==> src/rtl/pc_ctrl_pkg.sv <==
// Shared types and constants for the fetch-stage PC controller.
// Stall-vector encodings, reset/enable levels and the PC alignment helper.
package pc_ctrl_pkg;

    localparam int unsigned ADDR_W  = 32;
    localparam int unsigned STALL_W = 6;

    localparam logic RST_ENABLE   = 1'b0;
    localparam logic CHIP_ENABLE  = 1'b1;
    localparam logic CHIP_DISABLE = 1'b0;

    typedef logic [ADDR_W-1:0] inst_addr_t;

    // One hold bit per pipeline stage; pc is bit 0.
    typedef struct packed {
        logic wb;
        logic mem;
        logic ex;
        logic id;
        logic ifs;
        logic pc;
    } stall_t;

    localparam stall_t STALL_NONE = 6'b000000;
    localparam stall_t STALL_IMEM = 6'b000011;
    localparam stall_t STALL_ID   = 6'b000111;
    localparam stall_t STALL_EX   = 6'b001111;

    typedef enum logic [1:0] {
        S_RST,
        S_RUN,
        S_BPEND
    } state_e;

    function automatic inst_addr_t align_pc(input inst_addr_t a);
        return {a[ADDR_W-1:2], 2'b00};
    endfunction

endpackage

==> src/rtl/pc_ctrl_if.sv <==
// Fetch-control bundle between the pipeline/imem side and pc_ctrl.
// master = the controller, slave = the stall/branch sources and imem.
interface pc_ctrl_if;
    import pc_ctrl_pkg::*;

    logic       stallreq_id;
    logic       stallreq_ex;
    logic       branch_flag;
    inst_addr_t branch_target;
    logic       flush_req;
    inst_addr_t flush_pc;
    logic       inst_ack;
    inst_addr_t pc;
    logic       ce;
    stall_t     stall;
    logic       flush;
    logic       fetch_valid;

    modport master (
        input  stallreq_id, stallreq_ex, branch_flag, branch_target,
        input  flush_req, flush_pc, inst_ack,
        output pc, ce, stall, flush, fetch_valid
    );

    modport slave (
        output stallreq_id, stallreq_ex, branch_flag, branch_target,
        output flush_req, flush_pc, inst_ack,
        input  pc, ce, stall, flush, fetch_valid
    );

endinterface

==> src/rtl/pc_stall_enc.sv <==
// Priority encoder from stall/flush/ack requests to the stall vector
// and the IF/ID accept strobe.
module pc_stall_enc
    import pc_ctrl_pkg::*;
(
    input  logic   flush_req,
    input  logic   stallreq_ex,
    input  logic   stallreq_id,
    input  logic   inst_ack,
    output stall_t stall_c,
    output logic   fetch_valid_c
);

    // A flush overrides every stall source so the redirect is never held.
    always_comb begin
        stall_c = STALL_NONE;
        if (flush_req) begin
            stall_c = STALL_NONE;
        end else if (stallreq_ex) begin
            stall_c = STALL_EX;
        end else if (stallreq_id) begin
            stall_c = STALL_ID;
        end else if (!inst_ack) begin
            stall_c = STALL_IMEM;
        end
        fetch_valid_c = inst_ack & ~flush_req & ~stallreq_id & ~stallreq_ex;
    end

endmodule

==> src/rtl/pc_ctrl.sv <==
// Fetch-stage PC sequencer: sequential fetch, branch redirect, flush and
// stall arbitration, with a one-deep pending-branch slot for stalled cycles.
module pc_ctrl
    import pc_ctrl_pkg::*;
#(
    parameter inst_addr_t  RESET_PC = '0,
    parameter int unsigned INC      = 4
) (
    input  logic        clk,
    input  logic        rst,
    pc_ctrl_if.master   bus
);

    state_e     state_q, state_d;
    inst_addr_t pc_q, pc_d;
    inst_addr_t btgt_q, btgt_d;
    logic       ce_q, ce_d;

    stall_t     enc_stall;
    logic       enc_fetch_valid;
    logic       run;

    pc_stall_enc u_stall_enc (
        .flush_req     (bus.flush_req),
        .stallreq_ex   (bus.stallreq_ex),
        .stallreq_id   (bus.stallreq_id),
        .inst_ack      (bus.inst_ack),
        .stall_c       (enc_stall),
        .fetch_valid_c (enc_fetch_valid)
    );

    assign run             = (state_q != S_RST);
    assign bus.pc          = pc_q;
    assign bus.ce          = ce_q;
    assign bus.stall       = run ? enc_stall : STALL_NONE;
    assign bus.flush       = run & bus.flush_req;
    assign bus.fetch_valid = run & enc_fetch_valid;

    always_ff @(posedge clk) begin
        if (rst == RST_ENABLE) begin
            state_q <= S_RST;
            pc_q    <= RESET_PC;
            btgt_q  <= '0;
            ce_q    <= CHIP_DISABLE;
        end else begin
            state_q <= state_d;
            pc_q    <= pc_d;
            btgt_q  <= btgt_d;
            ce_q    <= ce_d;
        end
    end

    // S_BPEND is S_RUN with a captured branch waiting for the first unstalled edge.
    always_comb begin
        state_d = state_q;
        pc_d    = pc_q;
        btgt_d  = btgt_q;
        ce_d    = ce_q;
        case (state_q)
            S_RST: begin
                state_d = S_RUN;
                ce_d    = CHIP_ENABLE;
            end
            S_RUN, S_BPEND: begin
                ce_d = CHIP_ENABLE;
                if (bus.flush_req) begin
                    pc_d    = align_pc(bus.flush_pc);
                    state_d = S_RUN;
                end else if (enc_stall.pc) begin
                    if (bus.branch_flag) begin
                        btgt_d  = align_pc(bus.branch_target);
                        state_d = S_BPEND;
                    end
                end else if (bus.branch_flag) begin
                    pc_d    = align_pc(bus.branch_target);
                    state_d = S_RUN;
                end else if (state_q == S_BPEND) begin
                    pc_d    = btgt_q;
                    state_d = S_RUN;
                end else begin
                    pc_d = align_pc(pc_q + ADDR_W'(INC));
                end
            end
            default: begin
                state_d = S_RST;
            end
        endcase
    end

endmodule

==> src/flat_wrapper.sv <==
// flat-port wrapper written by rule: the top's interface ports become plain ports
module pc_ctrl_flat import pc_ctrl_pkg::*;
#(
    parameter inst_addr_t  RESET_PC = '0,
    parameter int unsigned INC      = 4
)
  (clk, rst, bus_stallreq_id, bus_stallreq_ex, bus_branch_flag, bus_branch_target, bus_flush_req, bus_flush_pc, bus_inst_ack, bus_pc, bus_ce, bus_stall, bus_flush, bus_fetch_valid);
  pc_ctrl_if bus_i ();
  input  logic clk;
  input  logic rst;
  input wire logic [$bits(bus_i.stallreq_id)-1:0] bus_stallreq_id;
  input wire logic [$bits(bus_i.stallreq_ex)-1:0] bus_stallreq_ex;
  input wire logic [$bits(bus_i.branch_flag)-1:0] bus_branch_flag;
  input wire logic [$bits(bus_i.branch_target)-1:0] bus_branch_target;
  input wire logic [$bits(bus_i.flush_req)-1:0] bus_flush_req;
  input wire logic [$bits(bus_i.flush_pc)-1:0] bus_flush_pc;
  input wire logic [$bits(bus_i.inst_ack)-1:0] bus_inst_ack;
  output wire logic [$bits(bus_i.pc)-1:0] bus_pc;
  output wire logic [$bits(bus_i.ce)-1:0] bus_ce;
  output wire logic [$bits(bus_i.stall)-1:0] bus_stall;
  output wire logic [$bits(bus_i.flush)-1:0] bus_flush;
  output wire logic [$bits(bus_i.fetch_valid)-1:0] bus_fetch_valid;
  assign bus_i.stallreq_id = bus_stallreq_id;
  assign bus_i.stallreq_ex = bus_stallreq_ex;
  assign bus_i.branch_flag = bus_branch_flag;
  assign bus_i.branch_target = bus_branch_target;
  assign bus_i.flush_req = bus_flush_req;
  assign bus_i.flush_pc = bus_flush_pc;
  assign bus_i.inst_ack = bus_inst_ack;
  assign bus_pc = bus_i.pc;
  assign bus_ce = bus_i.ce;
  assign bus_stall = bus_i.stall;
  assign bus_flush = bus_i.flush;
  assign bus_fetch_valid = bus_i.fetch_valid;
  pc_ctrl #(.RESET_PC(RESET_PC), .INC(INC)) u_core (.clk(clk), .rst(rst), .bus(bus_i));
endmodule
==> config.mk <==
export PLATFORM = sky130hd
export DESIGN_NAME = pc_ctrl_flat
export DESIGN_NICKNAME = d
export VERILOG_FILES = /design/src/rtl/pc_ctrl_pkg.sv /design/src/rtl/pc_ctrl_if.sv /design/src/rtl/pc_stall_enc.sv /design/src/rtl/pc_ctrl.sv /design/src/flat_wrapper.sv
export SDC_FILE = /design/constraint.sdc
export NUM_CORES = 1
export LEC_CHECK = 0
export ABC_CLOCK_PERIOD_IN_PS = 2500
export BUFFER_PORTS_ARGS = -buffer_cell sky130_fd_sc_hd__buf_2
export CORE_ASPECT_RATIO = 1.5
export CORE_MARGIN = 2
export CORE_UTILIZATION = 46
export CTS_BUF_LIST = sky130_fd_sc_hd__clkbuf_4
export CTS_CLUSTER_DIAMETER = 50
export DETAILED_ROUTE_END_ITERATION = 10
export PLACE_DENSITY_LB_ADDON = 0.2
export SLEW_MARGIN = 10
export SYNTH_ARGS = -nofsm -noshare
export SYNTH_HDL_FRONTEND = slang
export SYNTH_HIERARCHICAL = 1
export SYNTH_SLANG_ARGS = --single-unit
==> constraint.sdc <==
create_clock -name clk -period 2.5 [get_ports clk]
set_input_delay 0.125 -clock clk [delete_from_list [all_inputs] [get_ports clk]]
set_output_delay 0.125 -clock clk [all_outputs]
set_load 0.01 [all_outputs]
==> impl_metrics.tcl, run 1 <==
set metrics [dict create \
    final_net_count 757 \
    synth_edf_count 0 \
    post-dp-hpwl_mm 9.709 \
    routed_wl_mm 13.84 \
    synthesis.instances 553 \
    irDropWorstVdd_uv 306.4 \
    worst-path-max-fanout 22 \
    power_density_nw_per_um2 480.3 \
    rr_worst_depth 7 \
    dr.pass1.iters 5 \
    grtUsageTotal_pct 29.28 \
    dr_total_vias 4709 \
    min_period_ps 2186 \
    place_congestion 0.9132 \
    grt_max_degree 44 \
    setup_viol 0 \
    dieWidth_um 80.22 \
    path_clk_slew_ps 110 \
    ys.flop_type "dfxtp_1" \
    utilization_pct 60.67 \
    cts.htree.levels 3 \
    via_per_inst 5.946 \
    post-route-period-util_pct 87.45 \
    fillCellCount 813 \
    tns_ps 0 \
    die_y_um 118.3 \
    crit_arrival_ps 2560 \
    path_class "reg -> reg" \
    worstReg2RegStart "u_core/state_q[0]" \
    start_util_pct 47.36 \
    cts_buffer_depth 2 \
    drt-wirelength-per-cell_um 17.48 \
    reg2reg_slack_ps 310 \
    max_freq_ghz 0.4574 \
    cts_resized 0 \
    ys_ff_latch 63 \
    holdPathStages 3 \
    synthesis.area_um2 4009 \
    startpoint_type "register" \
    regArea_um2 1261 \
    hold_viol 0 \
    place_ws_ps 441.0 \
    skew_ps 20.93 \
    ant_nets 0 \
    r2r-end "u_core/bus.pc[21]" \
    max_cap_viol_count 0 \
    rows 41 \
    drcViolationCount 0 \
    syn_to_final_growth_pct 28.09 \
    hold-path-endpoint "u_core/bus.pc[16]" \
    postCtsSetupBuffers 0 \
    num_antenna_cells 0 \
    tightest_slew_ps 696.5 \
    synth_cell_types 62 \
    cts.sinks 63 \
    status "completed" \
    critPathRequiredTime_ps 2870 \
    maxSlewHeadroom_pct 53.07 \
    worst_hold_slack_ps 29.69 \
    io-pin-count 112 \
    ys_seq_area_share_pct 31.46 \
    grt_pass1_vias 4517 \
    clock_latency_ps 440 \
    antenna_found_initial 0 \
    hold_path.class "in -> reg" \
    drive_gt1_share_pct 22.19 \
    grt_pass1_wl_mm 21.54 \
    dieArea_um2 9493 \
    leakagePower_nw 2.100 \
    cts_root_buffer "clkbuf_4" \
    io_buffer_count 103 \
    multiInputGateArea_um2 2517 \
    overflow 0 \
    end_kind "register" \
    hold_start "bus_flush_pc[16]" \
    finalPower_mw 2.466 \
    cts_made_buffers 9 \
    report.final.slew_viol_count 0 \
    rsz0062_at_grt "false" \
    avgSynthCellArea_um2 7.249 \
    coreArea_um2 8464 \
    async_flop_share_pct 0 \
    fin_ws_ps 313.8 \
    ys.warnings.count 6 \
    cts_tree "yes" \
    drtIter0Drc 389 \
]
## power breakdown
part / internal (mW) / switching [mW]
combinational: 0.270 / 0.357
clock: 0.303 / 0.386
sequential: 1.06 / 0.0850
total: 1.64 / 0.828
## layout by cell type, fill, tap and decap left out, drive strengths merged, types with 5 or more instances in the layout
| cell type | instances |
|---|---|
| buf | 126 |
| nand2 | 103 |
| a21oi | 67 |
| dfxtp | 63 |
| dlygate4sd3 | 35 |
| o21ai | 30 |
| nand3 | 27 |
| nor2 | 26 |
| nand4 | 16 |
| and3 | 12 |
| nor2b | 11 |
| clkbuf | 10 |
| inv | 10 |
| nor3 | 10 |
| nand2b | 10 |
| xnor2 | 10 |
| o211ai | 10 |
| mux2i | 9 |
| a31oi | 8 |
| or3 | 7 |
| and4 | 7 |
| clkinv | 7 |
| ha | 6 |
| o31ai | 5 |
| nor4 | 5 |
## sequential cells by signal, summed over array words and instances, names as in the netlist
name	cells
u_core/btgt_q	30
u_core/bus.ce	1
u_core/state_q	2
u_core/bus.pc	30
## logic make-up (layout without fill, tap and decap cells)
logic type / after synthesis / after routing / share of synthesized area [%]
XOR/XNOR: 14 / 14 / 3.058
adder cells (fa/ha/maj): 6 / 6 / 1.873
AND/OR/NAND/NOR: 245 / 245 / 30.99
flip-flops: 63 / 63 / 31.46
other: 2 / 4 / 0.1873
buffers and inverters: 59 / 189 / 6.117
multiplexers: 9 / 9 / 2.247
AO/OA/AOI/OAI: 155 / 155 / 24.06
## critical path, cell delays in order, from the launching register on
cell      delay [ps]
dfxtp_1          370
inv_1            100
ha_1             300
buf_4            320
nand2_1           80
o21ai_0          560
o221ai_1         230
a21oi_1          170
## what timing repair did
action                                 4_1_cts  5_1_grt
hold buffers                                35        0
endpoints found under the hold margin       39        0
setup endpoints to repair                    0        0
## how the worst max path moves through the flow
stage / startpoint / endpoint / depth (start not counted)
after floorplan: u_core/state_q[0] / u_core/bus.pc[26] / 6
after global placement: u_core/bus.pc[7] / u_core/bus.pc[26] / 5
after detailed placement: u_core/bus.pc[7] / u_core/bus.pc[26] / 5
after CTS: u_core/bus.pc[7] / u_core/bus.pc[26] / 5
after global routing: u_core/bus.pc[6] / u_core/bus.pc[26] / 5
final: u_core/state_q[0] / u_core/bus.pc[21] / 7
## layout make-up
type	instances	share of cell area, %
clock buffers	10	1.462
clock inverters	6	0.9990
inverters	12	0.8772
flip-flops and latches	63	24.56
well taps	107	2.607
repair buffers	161	20.47
multi-input cells	433	49.03
## metal layers
layer | wire (um) | vias to the layer above | part of all wire [%] | track usage [%]
met4 | 749 | 0 | 5.4 | 17.90
met2 | 6991 | 214 | 51 | 50.99
li1 | - | 2232 | - | -
met1 | 5215 | 2219 | 38 | 32.01
met5 | 0 | - | 0 | 0
met3 | 886 | 44 | 6.4 | 5.115
## per-stage QoR
step | cells | cell area [um^2]
final | 792 | 5135
after global routing | 792 | 5135
after CTS | 792 | 5135
after detailed placement | 741 | 4658
after global placement | 741 | 4658
after floorplan | 555 | 4016
## synthesized netlist by cell type, types with 11 or more instances
cell type	count	area share (%)
nand3_1	27	3.4
dfxtp_1	63	31
clkbuf_1	34	3.2
a21oi_1	67	8.4
nand2_1	103	9.6
and3_1	12	1.9
o21ai_0	29	3.6
nand4_1	13	2.0
nor2_1	26	2.4
nor2b_1	11	1.7
Note: power is estimated with default switching activity, not from simulation.
==> inputs of run 2 (changes only) <==
Settings changed: SYNTH_HIERARCHICAL 1 to default.
==> run 2 against run 1 <==
Hold slack worse by 8.7 ps. Clock power is 12% lower. Area after synthesis is 3.4% higher. Combinational power is 1% higher. Global-route usage is 1.7 points lower. Flip-flop and latch count stayed put. Count of clock-buffer cells in the layout is 3 higher. Final area is 1.3% higher. Sequential power hardly changed. Fmax is 0.92% higher. Critical path type unchanged. Die area is 3.3% higher. Utilization is 1.4 points lower.
==> impl_metrics.tcl, run 2 <==
set metrics [dict create \
    status "completed" \
    clock_power_share_pct 25.1 \
    cts_made_buffers 9 \
    place_congestion 0.8913 \
    critPathRequiredTime_ps 2850 \
    worst-path-max-fanout 6 \
    max_stage_delay_ps 450 \
    hold_path.class "in -> reg" \
    async_flop_share_pct 0 \
    grt_pass1_wl_mm 20.77 \
    drt-wirelength-per-cell_um 16.68 \
    routed_wl_mm 13.11 \
    worst_hold_slack_ps 21.03 \
    grtUsageTotal_pct 27.54 \
    cts.sinks 63 \
    fin_area_um2 5204 \
    synthTopCellsByCount "nand2_1 (103), dfxtp_1 (63), a21oi_1 (35)" \
    die_y_um 120.3 \
    rows 42 \
    synth_top_area_share_pct 30.42 \
    ys.warnings.count 0 \
    overflow 0 \
    yosysTopAreaCell "dfxtp_1" \
    drive_gt1_share_pct 22.52 \
    end_kind "register" \
    ys_top_cells_by_area "dfxtp_1 (30%), nand2_1 (9.3%), a21boi_0 (6.2%)" \
    power_density_nw_per_um2 462.5 \
    drtIter0Drc 344 \
    report.final.slew_viol_count 0 \
    cp_top_family "simple AND/OR/NAND/NOR gates" \
    tightest_slew_ps 682.5 \
    switching_share_pct 33.73 \
    grt_pass1_vias 4258 \
    net-switching-power_mw 0.8117 \
    io-pin-count 112 \
    hold_viol 0 \
    max_cap_viol_count 0 \
    dr.pass1.iters 5 \
    setup_viol 0 \
    syn_to_final_growth_pct 25.50 \
    cts_tree "yes" \
    coreArea_um2 8776 \
    io_buffer_count 103 \
    cts.htree.levels 3 \
    post-route-period-util_pct 86.66 \
    worstReg2RegStart "u_core.bus.pc[3]" \
    utilization_pct 59.30 \
    crit_arrival_ps 2520 \
    tns_ps 0 \
    min_period_ps 2166 \
    ant_nets 0 \
    maxSlewHeadroom_pct 54.33 \
    synthesis.instances 550 \
    clock_latency_ps 420 \
    grt_max_degree 41 \
    synth_edf_count 0 \
    placed_area_um2 4785 \
    startpoint_type "register" \
    skew_ps 16.13 \
    ys_seq_area_share_pct 30.42 \
    reg2reg_slack_ps 330 \
    internal_power_mw 1.595 \
    irDropWorstVdd_uv 317.9 \
    dr_total_vias 4580 \
    path_class "reg -> reg" \
    ys.flop_type "dfxtp_1" \
    dieWidth_um 81.52 \
    crit_slowest_cell "dfxtp_1" \
    path_clk_slew_ps 100 \
    post-dp-hpwl_mm 9.231 \
    combPwrFrac_pct 26.4 \
    rsz0062_at_grt "false" \
    cp-startpoint "u_core.bus.pc[3]" \
    max_freq_ghz 0.4616 \
    cts_buffer_depth 2 \
    synthesis.area_um2 4146 \
    via_per_inst 5.827 \
    antenna_found_initial 1 \
    final_net_count 748 \
    synth_cell_types 60 \
    postCtsSetupBuffers 0 \
    seqPwrFrac_pct 48.5 \
    layout_common_cells "nand2_1 (103), buf_2 (103), dfxtp_1 (63), a21oi_1 (35), a21boi_0 (34)" \
    dieArea_um2 9805 \
    drcViolationCount 0 \
    hold_start "bus_flush_pc[11]" \
    synth.most_common_cell "nand2_1" \
    path_cells "ha_1, nand4_2, nor4_4, nand2_1, o31a_1, o22ai_1" \
    avgSynthCellArea_um2 7.539 \
    ys_ff_latch 63 \
    path_buf_inv 0 \
    start_util_pct 47.25 \
    cts_root_buffer "clkbuf_4" \
    leakagePower_nw 2.112 \
]
-- run 2: cell types whose count changed after synthesis, moves of 6 or more --
cell | before | now
nor3_1 | 10 | 24
a21oi_1 | 67 | 35
a221oi_1 | 0 | 12
nor2_1 | 26 | 20
xor2_1 | 4 | 10
nand3b_1 | 1 | 9
and3_1 | 12 | 6
nand3_1 | 27 | 21
a21boi_0 | 1 | 34
xnor2_1 | 10 | 2
-- run 2: worst register-to-register path, stage by stage, from the launching register on --
cell	delay, ps
dfxtp_1	450
ha_1	290
nand4_2	280
nor4_4	460
nand2_1	170
o31a_1	300
o22ai_1	160
-- run 2: power groups by stage --
stage	logic (mW)	clock network (mW)	registers, mW
final	0.636	0.604	1.17
after detailed placement	0.591	0	1.19
after global placement	0.580	0	1.18
after global routing	0.695	0.658	1.18
after floorplan	0.348	0	1.19
after CTS	0.630	0.611	1.16
-- run 2: layout make-up --
| cell class | count | area, um^2 |
|---|---|---|
| clock inverter | 2 | 8.758 |
| antenna | 1 | 2.502 |
| sequential | 63 | 1261 |
| multi-input combinational | 433 | 2654 |
| timing repair buffer | 155 | 1008 |
| inverter | 9 | 33.78 |
| fill | 829 | 3572 |
| tap | 110 | 137.6 |
| clock buffer | 13 | 97.59 |
-- run 2: path summary, 6_finish.rpt --
path | end | cells past startpoint
worst max-delay path | u_core.bus.pc[20] | 6
worst min-delay path | u_core.bus.pc[11] | 3
worst max register to register | u_core.bus.pc[20] | 6
worst min register to register | u_core.btgt_q[11] | 2
-- run 2: routing by layer --
layer  global-route usage [%]  wire length [um]
met3                    4.254               741
met1                    36.25              5553
met4                    12.61               410
met5                        0                 0
met2                    43.65              6407
-- run 2: stage by stage --
step                std cells  total power, mW  setup WS, ps
global route              786            2.532         151.0
CTS                       785            2.404         342.2
detailed placement        739            1.778         358.7
global placement          739            1.763         436.2
floorplan                 553            1.534         631.3
finish                    786            2.407         333.6
-- run 2: what timing repair did --
item | in CTS | in global routing
gates resized for setup | 0 | 0
endpoints found under the hold margin | 31 | 0
hold buffers | 31 | 0
-- run 2: kinds of logic after synthesis --
logic type      after synthesis  share of synthesized area, %
compound gates              166                         27.73
xor+xnor                     12                         2.535
fa+ha+maj                     6                         1.810
buf+inv                      57                         5.854
flops                        63                         30.42
mux                           8                         1.931
other cells                   1                       0.09044
simple gates                237                         29.63
==> inputs of run 3 (changes only) <==
Settings changed: ABC_AREA from default to 1.
==> run 3 against run 2 <==
Routed wire length fell by 1.9%. Final cell count rose by 10%. Power rose by 2.1%. Register-to-register slack got worse by 200 ps. Combinational power rose by 6.3%. Sequential power rose by 3%. Global-route usage rose by 0.91 points. Hold slack got worse by 2.9 ps. Via count rose by 2.5%. Utilization rose by 3.3 points.
==> impl_metrics.tcl, run 3 <==
set metrics [dict create \
    async_flop_share_pct 0 \
    drtIter0Drc 255 \
    crit_slowest_cell "dlygate4sd3_1" \
    layout_common_cells "nand2_1 (123), buf_2 (103), a21oi_1 (87), o21ai_0 (73), dlygate4sd3_1 (64)" \
    die_y_um 117.0 \
    synthTopCellsByCount "nand2_1 (123), a21oi_1 (87), o21ai_0 (73)" \
    ys.flop_type "dfxtp_1" \
    startpoint_type "register" \
    coreArea_um2 8362 \
    overflow 0 \
    status "completed" \
    tightest_slew_ps 919.6 \
    cts_root_buffer "clkbuf_4" \
    hold_viol 0 \
    setup_viol 0 \
    synth_xor_area_share_pct 1.342 \
    dieWidth_um 79.34 \
    path_class "reg -> reg" \
    synth_cell_types 32 \
    post-route-period-util_pct 94.52 \
    maxSlewHeadroom_pct 38.69 \
    yosys.area_share.simple_pct 25.46 \
    start_util_pct 46.84 \
    clock_power_share_pct 23.4 \
    grt_max_degree 61 \
    synth_edf_count 0 \
    irDropWorstVdd_uv 326.8 \
    hold_path.class "in -> reg" \
    ys_top_cells_by_area "dfxtp_1 (32%), nand2_1 (12%), a21oi_1 (11%)" \
    postCtsSetupBuffers 0 \
    min_period_ps 2363 \
    drcViolationCount 0 \
    synth_compound_area_share_pct 27.96 \
    synthAdderAreaFrac_pct 1.917 \
    internal_power_mw 1.606 \
    hold_start "bus_branch_target[24]" \
    dp_cells 788 \
    dr.pass1.iters 6 \
    grt_pass1_vias 4547 \
    worstReg2RegStart "u_core.state_q[1]" \
    clock_latency_ps 420 \
    drt-wirelength-per-cell_um 14.83 \
    tns_ps 0 \
    drive_gt1_share_pct 19.74 \
    power_density_nw_per_um2 469.5 \
    end_kind "register" \
    crit_arrival_ps 2730 \
    switching_share_pct 34.64 \
    grt_pass1_wl_mm 20.64 \
    utilization_pct 62.59 \
    synthesis.area_um2 3916 \
    yosysTopAreaCell "dfxtp_1" \
    cts.htree.levels 3 \
    post-dp-hpwl_mm 8.550 \
    stdcell_count 867 \
    leakagePower_nw 2.152 \
    cts.sinks 63 \
    rr_worst_depth 8 \
    path_cells "inv_1, ha_2, nand2_8, inv_2, buf_12, o21ai_0, a41oi_1, dlygate4sd3_1" \
    final_common_cell "nand2_1" \
    combPwrFrac_pct 27.5 \
    grtUsageTotal_pct 28.45 \
    io_buffer_count 103 \
    synth_top_area_share_pct 32.20 \
    antenna_found_initial 0 \
    ant_nets 0 \
    final_net_count 833 \
    worst-path-max-fanout 35 \
    cts_buffer_depth 2 \
    synth.most_common_cell "nand2_1" \
    seqPwrFrac_pct 49.1 \
    io-pin-count 112 \
    cp_top_family "buffers and inverters" \
    critPathRequiredTime_ps 2870 \
    num_antenna_cells 0 \
    ys_seq_area_share_pct 32.20 \
    dr_total_vias 4693 \
    cts_made_buffers 9 \
    reg2reg_slack_ps 140 \
    hold-path-endpoint "u_core.btgt_q[24]" \
    holdPathStages 3 \
    worst_hold_slack_ps 18.08 \
    rows 41 \
    synthesis.instances 603 \
    ys.warnings.count 0 \
    path_clk_slew_ps 110 \
    synth_top_family_by_area "compound AO/OA/AOI/OAI gates" \
    via_per_inst 5.413 \
    routed_wl_mm 12.86 \
    cp-startpoint "u_core.state_q[1]" \
    max_cap_viol_count 0 \
    max_freq_ghz 0.4232 \
    place_congestion 0.8926 \
    ys_ff_latch 63 \
    rsz0062_at_grt "false" \
    synth_mux_area_share_pct 0 \
    r2r-end "u_core.bus.pc[3]" \
    net-switching-power_mw 0.8511 \
    syn_to_final_growth_pct 33.64 \
    dieArea_um2 9283 \
    max_stage_delay_ps 570 \
    cts_tree "yes" \
    skew_ps 19.51 \
    report.final.slew_viol_count 0 \
    avgSynthCellArea_um2 6.495 \
    path_buf_inv 4 \
]
[run 3: changes by cell type in the layout (fill, tap and decap cells not counted), moves of 24 or more]
cell	change
dlygate4sd3_1	+33
o21ai_0	+43
a21boi_0	-34
nor3_1	-24
a21oi_1	+52
nor2_1	+28
inv_1	+52
[run 3: worst min-delay path, stage by stage]
cell and delay, ps:
buf_2 90, o21ai_0 80, a21oi_1 120
[run 3: stage by stage]
stage / setup slack, ps / cell area (um^2) / power, mW
2_1_floorplan: 986.6 / 3928 / 1.563
3_3_place_gp: 650.0 / 4468 / 1.774
3_5_place_dp: 588.0 / 4468 / 1.790
4_1_cts: 38.90 / 5210 / 2.451
5_1_grt: 6.277 / 5234 / 2.612
6_report: 137.1 / 5234 / 2.457
[run 3: how the worst max path moves through the flow]
stage | to | depth (start not counted)
3_5_place_dp | u_core.bus.pc[3] | 7
4_1_cts | u_core.bus.pc[8] | 8
3_3_place_gp | u_core.bus.pc[2] | 7
6_report | u_core.bus.pc[3] | 8
2_1_floorplan | u_core.btgt_q[16] | 8
5_1_grt | u_core.bus.pc[3] | 8
[run 3: area by class of cell]
class / instances / area, um^2
timing repair buffer: 177 / 1244
multi-input combinational: 440 / 2248
inverter: 65 / 245.2
sequential: 63 / 1261
clock buffer: 10 / 75.07
tap: 107 / 133.9
clock inverter: 5 / 26.28
fill: 802 / 3128
[run 3: routing by layer]
metal	track usage [%]	part of all wire, %
met4	15.40	3.7
met1	30.99	40
met5	0	0
met3	4.985	4.1
met2	52.03	52
[run 3: power by group through the flow]
stage / clock network [mW] / registers (mW) / logic [mW]
4_1_cts: 0.593 / 1.21 / 0.652
3_3_place_gp: 0 / 1.22 / 0.550
3_5_place_dp: 0 / 1.23 / 0.561
6_report: 0.575 / 1.21 / 0.676
5_1_grt: 0.639 / 1.22 / 0.753
2_1_floorplan: 0 / 1.22 / 0.339
[run 3: what timing repair did]
| item | in CTS | in global routing |
|---|---|---|
| resized for setup | 0 | 5 |
| hold endpoints to repair | 53 | 0 |
| endpoints found under the setup margin | 0 | 3 |
| hold buffers | 64 | 0 |
[run 3: kinds of logic after synthesis]
family | after synthesis
compound gates | 194
xor+xnor | 6
fa+ha+maj | 6
buf+inv | 103
flops | 63
other cells | 1
simple gates | 230
